==> src/rtl/aes_pkg.sv <==
// Shared AES constants, GF(2^8) arithmetic and the InvMixColumns FSM encoding.
package aes_pkg;

  localparam int STATE_W = 128;
  localparam int COL_W   = 32;

  // Low byte of the field polynomial x^8 + x^4 + x^3 + x + 1
  localparam logic [7:0] RED_POLY = 8'h1B;

  // Circulant InvMixColumns matrix, indexed [row][column]
  localparam logic [0:3][0:3][7:0] IMC_COEF = {
    8'h0e, 8'h0b, 8'h0d, 8'h09,
    8'h09, 8'h0e, 8'h0b, 8'h0d,
    8'h0d, 8'h09, 8'h0e, 8'h0b,
    8'h0b, 8'h0d, 8'h09, 8'h0e
  };

  // FSM encoding, kept as plain constants so legacy tools can read it
  localparam logic [1:0] ST_IDLE = 2'd0;
  localparam logic [1:0] ST_BUSY = 2'd1;
  localparam logic [1:0] ST_DONE = 2'd2;

  // Multiply by x, reducing when the top bit falls out
  function automatic logic [7:0] xtime(input logic [7:0] a);
    return {a[6:0], 1'b0} ^ (a[7] ? RED_POLY : 8'h00);
  endfunction

  // Shift-and-add GF(2^8) multiply
  function automatic logic [7:0] gf_mul(input logic [7:0] a, input logic [7:0] b);
    logic [7:0] acc;
    logic [7:0] x;
    acc = 8'h00;
    x   = a;
    for (int i = 0; i < 8; i++) begin
      if (b[i]) acc = acc ^ x;
      x = xtime(x);
    end
    return acc;
  endfunction

  // MSB position of column idx inside the 128-bit state (column 0 is the top word)
  function automatic int col_msb(input logic [1:0] idx);
    return STATE_W - 1 - COL_W * int'(idx);
  endfunction

endpackage

==> src/rtl/inv_mix_columns_if.sv <==
// Start/result bundle of the InvMixColumns engine.
interface inv_mix_columns_if;
  logic         En_IMC;
  logic [127:0] In_IMC;
  logic [127:0] Out_IMC;
  logic         Ry_IMC;
  logic         Busy_IMC;

  modport master (output En_IMC, output In_IMC,
                  input  Out_IMC, input Ry_IMC, input Busy_IMC);
  modport slave  (input  En_IMC, input In_IMC,
                  output Out_IMC, output Ry_IMC, output Busy_IMC);
endinterface

==> src/rtl/imc_column.sv <==
// Combinational InvMixColumns of a single 32-bit column (row 0 in the top byte).
module imc_column
  import aes_pkg::*;
(
  input  logic [COL_W-1:0] col_i,
  output logic [COL_W-1:0] col_o
);

  logic [7:0] a [4];

  // Split the column into bytes, row 0 first
  always_comb begin
    for (int r = 0; r < 4; r++) a[r] = col_i[COL_W-1-8*r -: 8];
  end

  for (genvar gi = 0; gi < 4; gi++) begin : g_row
    assign col_o[COL_W-1-8*gi -: 8] = gf_mul(a[0], IMC_COEF[gi][0]) ^
                                      gf_mul(a[1], IMC_COEF[gi][1]) ^
                                      gf_mul(a[2], IMC_COEF[gi][2]) ^
                                      gf_mul(a[3], IMC_COEF[gi][3]);
  end

endmodule

==> src/rtl/inv_mix_columns.sv <==
// Iterative AES InvMixColumns: COLS_PER_CYCLE columns per clock, fixed latency.
module inv_mix_columns
  import aes_pkg::*;
#(
  parameter int COLS_PER_CYCLE = 1
) (
  input  logic Clk,
  input  logic Rst,
  inv_mix_columns_if.slave bus
);

  logic [1:0]         state_q, state_d;
  logic [1:0]         cnt_q, cnt_d;
  logic [STATE_W-1:0] work_q, work_d;
  logic [STATE_W-1:0] out_q, out_d;
  logic               ry_q, ry_d;
  logic               busy_q, busy_d;

  logic [COL_W-1:0]   col_in  [COLS_PER_CYCLE];
  logic [COL_W-1:0]   col_out [COLS_PER_CYCLE];
  logic [STATE_W-1:0] work_mixed;
  logic               last_step;

  // Pick the columns being transformed this cycle, starting at the counter
  always_comb begin
    for (int g = 0; g < COLS_PER_CYCLE; g++)
      col_in[g] = work_q[col_msb(cnt_q + 2'(g)) -: COL_W];
  end

  for (genvar gi = 0; gi < COLS_PER_CYCLE; gi++) begin : g_col
    imc_column u_col (.col_i(col_in[gi]), .col_o(col_out[gi]));
  end

  // Merge the transformed columns back into the work state
  always_comb begin
    work_mixed = work_q;
    for (int g = 0; g < COLS_PER_CYCLE; g++)
      work_mixed[col_msb(cnt_q + 2'(g)) -: COL_W] = col_out[g];
  end

  // This step finishes column 3 when counter plus step reaches four
  assign last_step = ({1'b0, cnt_q} + 3'(COLS_PER_CYCLE)) == 3'd4;

  // Next-state logic: DONE accepts exactly like IDLE so requests can run back-to-back
  always_comb begin
    state_d = state_q;
    cnt_d   = cnt_q;
    work_d  = work_q;
    out_d   = out_q;
    ry_d    = ry_q;
    busy_d  = busy_q;
    case (state_q)
      ST_IDLE, ST_DONE: begin
        ry_d = 1'b0;
        if (bus.En_IMC) begin
          work_d  = bus.In_IMC;
          cnt_d   = 2'd0;
          busy_d  = 1'b1;
          state_d = ST_BUSY;
        end else begin
          state_d = ST_IDLE;
        end
      end
      ST_BUSY: begin
        work_d = work_mixed;
        cnt_d  = cnt_q + 2'(COLS_PER_CYCLE);
        if (last_step) begin
          out_d   = work_mixed;
          ry_d    = 1'b1;
          busy_d  = 1'b0;
          state_d = ST_DONE;
        end
      end
      default: state_d = ST_IDLE;
    endcase
  end

  // State registers with synchronous active-low reset
  always_ff @(posedge Clk) begin
    if (!Rst) begin
      state_q <= ST_IDLE;
      cnt_q   <= 2'd0;
      work_q  <= '0;
      out_q   <= '0;
      ry_q    <= 1'b0;
      busy_q  <= 1'b0;
    end else begin
      state_q <= state_d;
      cnt_q   <= cnt_d;
      work_q  <= work_d;
      out_q   <= out_d;
      ry_q    <= ry_d;
      busy_q  <= busy_d;
    end
  end

  assign bus.Out_IMC  = out_q;
  assign bus.Ry_IMC   = ry_q;
  assign bus.Busy_IMC = busy_q;

endmodule

==> src/flat_wrapper.sv <==
// flat-port wrapper written by rule: the top's interface ports become plain ports
module inv_mix_columns_flat import aes_pkg::*;
#(
  parameter int COLS_PER_CYCLE = 1
)
  (Clk, Rst, bus_En_IMC, bus_In_IMC, bus_Out_IMC, bus_Ry_IMC, bus_Busy_IMC);
  inv_mix_columns_if bus_i ();
  input  logic Clk;
  input  logic Rst;
  input wire logic [$bits(bus_i.En_IMC)-1:0] bus_En_IMC;
  input wire logic [$bits(bus_i.In_IMC)-1:0] bus_In_IMC;
  output wire logic [$bits(bus_i.Out_IMC)-1:0] bus_Out_IMC;
  output wire logic [$bits(bus_i.Ry_IMC)-1:0] bus_Ry_IMC;
  output wire logic [$bits(bus_i.Busy_IMC)-1:0] bus_Busy_IMC;
  assign bus_i.En_IMC = bus_En_IMC;
  assign bus_i.In_IMC = bus_In_IMC;
  assign bus_Out_IMC = bus_i.Out_IMC;
  assign bus_Ry_IMC = bus_i.Ry_IMC;
  assign bus_Busy_IMC = bus_i.Busy_IMC;
  inv_mix_columns #(.COLS_PER_CYCLE(COLS_PER_CYCLE)) u_core (.Clk(Clk), .Rst(Rst), .bus(bus_i));
endmodule
==> config.mk <==
export PLATFORM = sky130hd
export DESIGN_NAME = inv_mix_columns_flat
export DESIGN_NICKNAME = d
export VERILOG_FILES = /design/src/rtl/aes_pkg.sv /design/src/rtl/inv_mix_columns_if.sv /design/src/rtl/imc_column.sv /design/src/rtl/inv_mix_columns.sv /design/src/flat_wrapper.sv
export SDC_FILE = /design/constraint.sdc
export NUM_CORES = 1
export LEC_CHECK = 0
export ABC_AREA = 1
export ABC_CLOCK_PERIOD_IN_PS = 2300
export CELL_PAD_IN_SITES_DETAIL_PLACEMENT = 0
export CELL_PAD_IN_SITES_GLOBAL_PLACEMENT = 2
export CORE_MARGIN = 1
export CORE_UTILIZATION = 31
export DETAILED_ROUTE_END_ITERATION = 8
export DONT_BUFFER_PORTS = 1
export HOLD_SLACK_MARGIN = 0.12
export PLACE_DENSITY_LB_ADDON = 0.1
export SYNTH_ARGS = -nofsm -noshare
export SYNTH_HDL_FRONTEND = slang
export SYNTH_SLANG_ARGS = --single-unit
==> constraint.sdc <==
create_clock -name Clk -period 2.3 [get_ports Clk]
set_clock_uncertainty 0.2 [all_clocks]
set_input_delay 0.115 -clock Clk [delete_from_list [all_inputs] [get_ports Clk]]
set_output_delay 0.115 -clock Clk [all_outputs]
set_load 0.03 [all_outputs]
==> results of run 1 <==
==> logic make-up (layout without fill, tap and decap cells) <==
logic type	after synthesis	after routing	share of synthesized area, %
AOI/OAI and AO/OA	470	470	12.68
xor gates and xnor gates	140	140	6.974
adders and majority gates	5	5	0.3324
buffers and inverters	622	1303	13.73
and+or+nand+nor	1645	1645	38.41
DFF	262	262	27.87
==> placed cells by master, fill, tap and decap left out, drive strengths merged, types with 5 or more instances in the layout <==
master          n
xnor2          56
dfxtp         262
nand4          56
o21ai         207
or2            10
buf           548
xor2           84
dlygate4sd3   257
nand3         448
nand2        1068
nor2           60
clkbuf         53
ha              5
clkinv          7
a21oi         261
inv           436
==> sequential cells by signal (all words and copies together) (netlist names) <==
signal               flops
u_core.bus.Out_IMC     128
u_core.work_q          128
u_core.bus.Ry_IMC        1
u_core.state_q           2
u_core.cnt_q             2
u_core.bus.Busy_IMC      1
==> worst register-to-register path: stages, from the launching register on <==
cell and delay, ns:
dfxtp_4 0.44, buf_8 0.18, nand2_2 0.13, buf_4 0.17, nand3_4 0.13, nand2_4 0.10, buf_4 0.19, xnor2_4 0.28
xor2_2 0.19, buf_4 0.14, xor2_1 0.18, nand3_1 0.11, nand2_2 0.11, buf_12 0.16, buf_12 0.11, nand3_1 0.10
nand2_2 0.11, nand2_1 0.06, a21oi_2 0.14
==> report_power, final <==
| group | internal, mW | switching, mW | leakage (nW) |
|---|---|---|---|
| clock network | 3.18 | 2.30 | 0.538 |
| logic | 15.4 | 22.3 | 11.7 |
| registers | 4.85 | 0.375 | 2.13 |
| total | 23.4 | 25.0 | 14.4 |
==> layer usage <==
| metal | GRT usage (%) | up-vias |
|---|---|---|
| met3 | 4.794 | 173 |
| met5 | 0 | - |
| li1 | - | 11271 |
| met2 | 54.26 | 947 |
| met1 | 47.61 | 11318 |
| met4 | 15.93 | 0 |
==> stage by stage <==
stage | area, sq um | utilization, % | hold WS [ns]
6_report | 30050 | 50.53 | 0.1665
5_1_grt | 30050 | 50.53 | 0.1849
4_1_cts | 28360 | 47.69 | 0.1405
3_5_place_dp | 23590 | 39.68 | 0.05551
3_3_place_gp | 23590 | 39.68 | 0.05986
2_1_floorplan | 19040 | - | 0.04012
==> path summary, 6_finish.rpt <==
check	to	slack (ns)	cells past startpoint	start
setup reg to reg	u_core.work_q[4]$_SDFFE_PN0P_	-1.00	18	u_core.cnt_q[0]$_SDFFE_PN0P_
hold / removal	u_core.work_q[18]$_SDFFE_PN0P_	0.17	5	bus_En_IMC
setup / recovery	u_core.work_q[4]$_SDFFE_PN0P_	-1.00	18	u_core.cnt_q[0]$_SDFFE_PN0P_
hold reg to reg	u_core.bus.Ry_IMC$_SDFFE_PN0P_	0.32	2	u_core.state_q[0]$_SDFFE_PN0P_
==> layout make-up <==
cell class / count / area [sq um] / area share [%]
Sequential cell: 262 / 5250 / 17.47
Clock buffer: 50 / 1013 / 3.373
Tap cell: 773 / 967.2 / 3.219
Clock inverter: 8 / 90.09 / 0.2998
Multi-Input combinational cell: 2260 / 13260 / 44.11
Timing Repair Buffer: 808 / 7810 / 25.99
Inverter: 437 / 1663 / 5.534
==> Yosys cell counts, drive strengths merged <==
cell type	count	area, sq um
ha	5	62.56
inv	434	1632
xor2	84	750.7
a21oi	261	1336
nand4	56	350.3
clkbuf	109	409.1
nand2	1068	4274
o21ai	207	1036
nand3	448	2287
clkinv	3	12.51
xnor2	56	561.8
o211ai	2	15.01
nor2	60	227.7
dfxtp	262	5245
nand3b	3	26.27
buf	76	531.8
or2	10	62.56
==> repair_timing <==
item	4_1_cts	5_1_grt
hold buffers	257	0
pin swaps	40	68
resized for setup	216	325
cloned	0	3
setup endpoints to repair	256	256
endpoints found under the hold margin	262	0
buffers inserted	15	34
==> summary.md, run 1 <==
| Metric | Value |
|---|---|
| Met2 WL | 48.82 mm |
| Fmax | 302.8 MHz |
| Fraction of layout cells with a size suffix above 1 | 29.07% |
| Top Ports | 261 |
| Starting Density | 31.65% |
| Post-Syn Nets | 3280 |
| First-pass DRT Iterations | 6 |
| Drt drc | 0 |
| Initial antenna violation count | 4 |
| Mapped Area | 18820 sq um |
| Critical Path Max Stage Delay | 0.44 ns |
| Die W | 248.4 um |
| Total grt overflow | 0 |
| Die area | 61700 sq um |
| TritonCTS clock tree | built |
| Pleak | 14.38 nW |
| Area Growth Syn to Fin | 59.66% |
| Met3 WL | 7.455 mm |
| CTS Buf Count | 36 |
| PwrDens | 1612 nW/um^2 |
| Seq/Total Area, Yosys | 27.87% |
| CP max FO | 13 |
| Setup TNS | -212.17 ns |
| Maximum root-to-sink buffer count | 3 |
| Worst-path clk slew | 0.06 ns |
| Final Worst Setup Slack | -1.003 ns |
| CP bufs+invs | 6 |
| Vias post-DR | 23709 |
| Outcome | finished, violations left |
| GP Congestion | 1.025 |
| CP Class | flop to flop |
| Core ar. | 59460 sq um |
| Total chip power | 48.43 mW |
| FP Rows | 89 |
| Iteration-0 DRC Markers | 2205 |
| RSZ-0062 raised after global routing | true |
| Headroom to the max-slew limit | 63.27% |
| Finish-stage setup viols | 256 |
| # diodes | 0 |
| Post-place setup slack | -1.463 ns |
| Total length of routed wires | 109.9 mm |
| HP Class | input pin to flop |
| YS warnings | 0 |
| Port-buffer cells | 0 |
| Post-Syn Instances | 3144 |
| CP Launch Type | flop |
| Final period util | 143.6% |
| H-tree depth | 2 |
| Crit-path cells | buf_8 > nand2_2 > buf_4 > nand3_4 > nand2_4 > buf_4 > xnor2_4 > xor2_2 > buf_4 > xor2_1 > nand3_1 > nand2_2 > buf_12 > buf_12 > nand3_1 > nand2_2 > nand2_1 > a21oi_2 |
| First-pass GRT wire length | 154.6 mm |
| Number of max-cap violations | 0 |
| Latest clock arrival within the worst-skew pair | 0.56 ns |
| Fin nets | 3941 |
| Syn Area/Cell | 5.986 sq um |
| Met1 WL | 47.89 mm |
| ANT nets after route | 0 |
| Top Layer Used | met4 |
| Chip height | 248.4 um |
| Fill cells | 6080 |
| #FFs+latches synth | 262 |
| Via density | 5.156 |
| Unique masters post-synth | 34 |
| GRT Overall Usage | 34.91% |
| Vias in the first global route | 22187 |
| CP arrival | 3.60 ns |
| Hpwl dp | 84.41 mm |
| Largest net degree at the start of global routing | 129 |
| Fin crit period | 3.303 ns |
| Max-slew violations | 0 |
| Clock net sink count | 262 |
| Delay-heaviest family, CP | buffers and inverters |
| Fin cells | 4598 |
| Peak supply drop | 1.128 mV |
| Placed insts | 4233 |
| Worst Path Required | 2.60 ns |
| Final number of hold-violating endpoints | 0 |
| Violated checks | setup timing |
| Clk root buf | clkbuf_16 |
| Slew @ Worst Pin | 0.5510 ns |
| Routed WL per cell | 23.90 um |
| Critical Path End Type | flop |
| CP max stage cell | dfxtp_4 |
Power figures use the tool's default switching activity.
==> run 2: changes to the inputs <==
--- a/config.mk
+++ b/config.mk
@@ -14,7 +14,7 @@
 export DETAILED_ROUTE_END_ITERATION = 8
 export DONT_BUFFER_PORTS = 1
 export HOLD_SLACK_MARGIN = 0.12
-export PLACE_DENSITY_LB_ADDON = 0.1
+export PLACE_DENSITY = 0.84
 export SYNTH_ARGS = -nofsm -noshare
 export SYNTH_HDL_FRONTEND = slang
 export SYNTH_SLANG_ARGS = --single-unit
==> run 2 against run 1 <==
  * The run still ends with setup timing left
  * Cell area increased by 3.2%
  * Clock power decreased by 2%
  * Power increased by 4.1%
  * Sequential share of layout area decreased by 0.53 points
  * Critical path depth increased by 1
  * Combinational power increased by 5.8%
  * Critical endpoint is now u_core.work_q[21]$_SDFFE_PN0P_
  * Largest cell class unchanged
==> summary.md, run 2 (same netlist as run 1, synthesis figures left out) <==
| Metric | Value |
|---|---|
| Post-place setup slack | -1.760 ns (was -1.463 ns) |
| Final core occ | 52.13% (was 50.53%) |
| Chip height | 248.4 um (unchanged) |
| FP Rows | 89 (unchanged) |
| Worst-path clk slew | 0.07 ns (was 0.06 ns) |
| CP bufs+invs | 8 (was 6) |
| CTS Buf Count | 34 (was 36) |
| Top Usage Layer GRT | met2 (unchanged) |
| Placed inst area | 23840 sq um (was 23590 sq um) |
| Port-buffer cells | 0 (unchanged) |
| Starting Density | 31.65% (unchanged) |
| Via density | 5.142 (was 5.156) |
| HP Class | input pin to flop (unchanged) |
| Grt met2 use | 53.63% (was 54.26%) |
| Iteration-0 DRC Markers | 2144 (was 2205) |
| Pleak | 14.81 nW (was 14.38 nW) |
| Fmax | 300.8 MHz (was 302.8 MHz) |
| Total grt overflow | 0 (unchanged) |
| Initial antenna violation count | 1 (was 4) |
| Most frequent cells in the layout | nand2_1, buf_4, inv_1 (unchanged) |
| Total length of routed wires | 108.5 mm (was 109.9 mm) |
| CP arrival | 3.63 ns (was 3.60 ns) |
| Outcome | finished, violations left (unchanged) |
| Met3 Use GR | 5.171% (was 4.794%) |
| Commonest non-fill, non-tap cell in the layout | nand2_1 (unchanged) |
| Die W | 248.4 um (unchanged) |
| CP max FO | 7 (was 13) |
| Routed WL per cell | 23.31 um (was 23.90 um) |
| Vias in the first global route | 22617 (was 22187) |
| Area Growth Syn to Fin | 64.70% (was 59.66%) |
| Crit-path cells | inv_8 > buf_12 > buf_12 > buf_4 > o211ai_1 > nand2_2 > inv_2 > nand2_2 > nand2_4 > buf_4 > xnor2_1 > nand3_1 > nand4_1 > buf_6 > buf_12 > nand4_1 > nand2_1 > nand2_1 > a21oi_1 (was buf_8 > nand2_2 > buf_4 > nand3_4 > nand2_4 > buf_4 > xnor2_4 > xor2_2 > buf_4 > xor2_1 > nand3_1 > nand2_2 > buf_12 > buf_12 > nand3_1 > nand2_2 > nand2_1 > a21oi_2) |
| Critical Path Max Stage Delay | 0.43 ns (was 0.44 ns) |
| RSZ-0062 raised after global routing | true (unchanged) |
| GP Congestion | 1.047 (was 1.025) |
| Clk root buf | clkbuf_16 (unchanged) |
| Fill cells | 5884 (was 6080) |
| Met1 Use GR | 46.47% (was 47.61%) |
| Maximum root-to-sink buffer count | 3 (unchanged) |
| Vias post-DR | 23938 (was 23709) |
| Latest clock arrival within the worst-skew pair | 0.58 ns (was 0.56 ns) |
| Clock net sink count | 262 (unchanged) |
| Hpwl dp | 83.23 mm (was 84.41 mm) |
| H-tree depth | 2 (unchanged) |
| CP Class | flop to flop (unchanged) |
| Max-slew violations | 0 (unchanged) |
| GRT Overall Usage | 34.49% (was 34.91%) |
| Final number of hold-violating endpoints | 0 (unchanged) |
| First-pass DRT Iterations | 6 (unchanged) |
| Final Worst Setup Slack | -1.025 ns (was -1.003 ns) |
| Slew @ Worst Pin | 0.5741 ns (was 0.5510 ns) |
| Drt drc | 0 (unchanged) |
| Fin cells | 4655 (was 4598) |
| Finish-stage setup viols | 256 (unchanged) |
| Critical Path End Type | flop (unchanged) |
| Die area | 61700 sq um (unchanged) |
| Placed insts | 4262 (was 4233) |
| Peak supply drop | 1.063 mV (was 1.128 mV) |
| Core ar. | 59460 sq um (unchanged) |
| ANT nets after route | 0 (unchanged) |
| Fraction of layout cells with a size suffix above 1 | 32.35% (was 29.07%) |
| CP Launch Type | flop (unchanged) |
| Fin nets | 3994 (was 3941) |
| Violated checks | setup timing (unchanged) |
| # diodes | 0 (unchanged) |
| Delay-heaviest family, CP | buffers and inverters (unchanged) |
| Worst Path Required | 2.60 ns (about the same) |
| Largest net degree at the start of global routing | 130 (was 129) |
| Fin crit period | 3.325 ns (was 3.303 ns) |
| CP max stage cell | dfxtp_4 (unchanged) |
| Headroom to the max-slew limit | 61.73% (was 63.27%) |
| Top Ports | 261 (unchanged) |
| First-pass GRT wire length | 154.1 mm (was 154.6 mm) |
| PwrDens | 1627 nW/um^2 (was 1612 nW/um^2) |
| Most frequent cell on the critical path | buf_12 |
| TritonCTS clock tree | built (unchanged) |
| Final Instance Area | 31000 sq um (was 30050 sq um) |
| Final period util | 144.5% (was 143.6%) |
| Number of max-cap violations | 0 (unchanged) |
[run 2: per-stage QoR]
step | hold slack [ns] | setup TNS [ns] | power (mW)
final | 0.1575 | -224.61 | 50.43
after global routing | 0.1536 | -254.07 | 51.93
after CTS | 0.1320 | -212.98 | 46.57
after detailed placement | 0.06536 | -280.16 | 36.10
after global placement | 0.06924 | -282.60 | 36.19
after floorplan | 0.04012 | -3.167 | 16.56
[run 2: path summary, 6_finish.rpt]
path	slack [ns]	cells after the start	start	to
setup / recovery	-1.02	19	u_core.cnt_q[0]$_SDFFE_PN0P_	u_core.work_q[21]$_SDFFE_PN0P_
hold / removal	0.16	5	bus_En_IMC	u_core.work_q[13]$_SDFFE_PN0P_
setup reg to reg	-1.02	19	u_core.cnt_q[0]$_SDFFE_PN0P_	u_core.work_q[21]$_SDFFE_PN0P_
hold reg to reg	0.31	2	u_core.state_q[0]$_SDFFE_PN0P_	u_core.bus.Ry_IMC$_SDFFE_PN0P_
[run 2: final cells by class]
class	instances	area [sq um]	share of cell area (%)
Tap cell	773	967.2	3.120
Timing Repair Buffer	863	8389	27.06
Inverter	437	1663	5.364
Clock buffer	48	1003	3.237
Multi-Input combinational cell	2260	13630	43.97
Clock inverter	12	93.84	0.3027
Sequential cell	262	5253	16.95
[run 2: power breakdown]
| part | internal (mW) | total (mW) | switching (mW) |
|---|---|---|---|
| sequential | 4.84 | 5.17 | 0.325 |
| clock | 3.07 | 5.38 | 2.31 |
| combinational | 17.1 | 39.9 | 22.8 |
| total | 25.0 | 50.4 | 25.5 |
[run 2: routing by layer]
layer	part of all wire, %	routed length, um	vias to the layer above
li1	-	-	11379
met1	43	46530	11409
met2	44	47820	963
met3	7.4	8010	185
met4	5.6	6110	2
met5	0.012	13	-
[run 2: repair_timing]
| action | 4_1_cts | 5_1_grt |
|---|---|---|
| resized for setup | 305 | 330 |
| hold buffers | 258 | 0 |
| buffers inserted | 32 | 37 |
| endpoints found under the setup margin | 256 | 256 |
| endpoints found under the hold margin | 262 | 0 |
| cloned | 2 | 5 |
| pin swaps | 73 | 85 |
[run 2: worst reg2reg max path: stages, from the launching register on]
cell and delay (ns):
dfxtp_4 0.43, inv_8 0.08, buf_12 0.15, buf_12 0.13, buf_4 0.13, o211ai_1 0.35
nand2_2 0.19, inv_2 0.11, nand2_2 0.08, nand2_4 0.13, buf_4 0.15, xnor2_1 0.12
nand3_1 0.12, nand4_1 0.11, buf_6 0.18, buf_12 0.13, nand4_1 0.12, nand2_1 0.13
nand2_1 0.06, a21oi_1 0.14
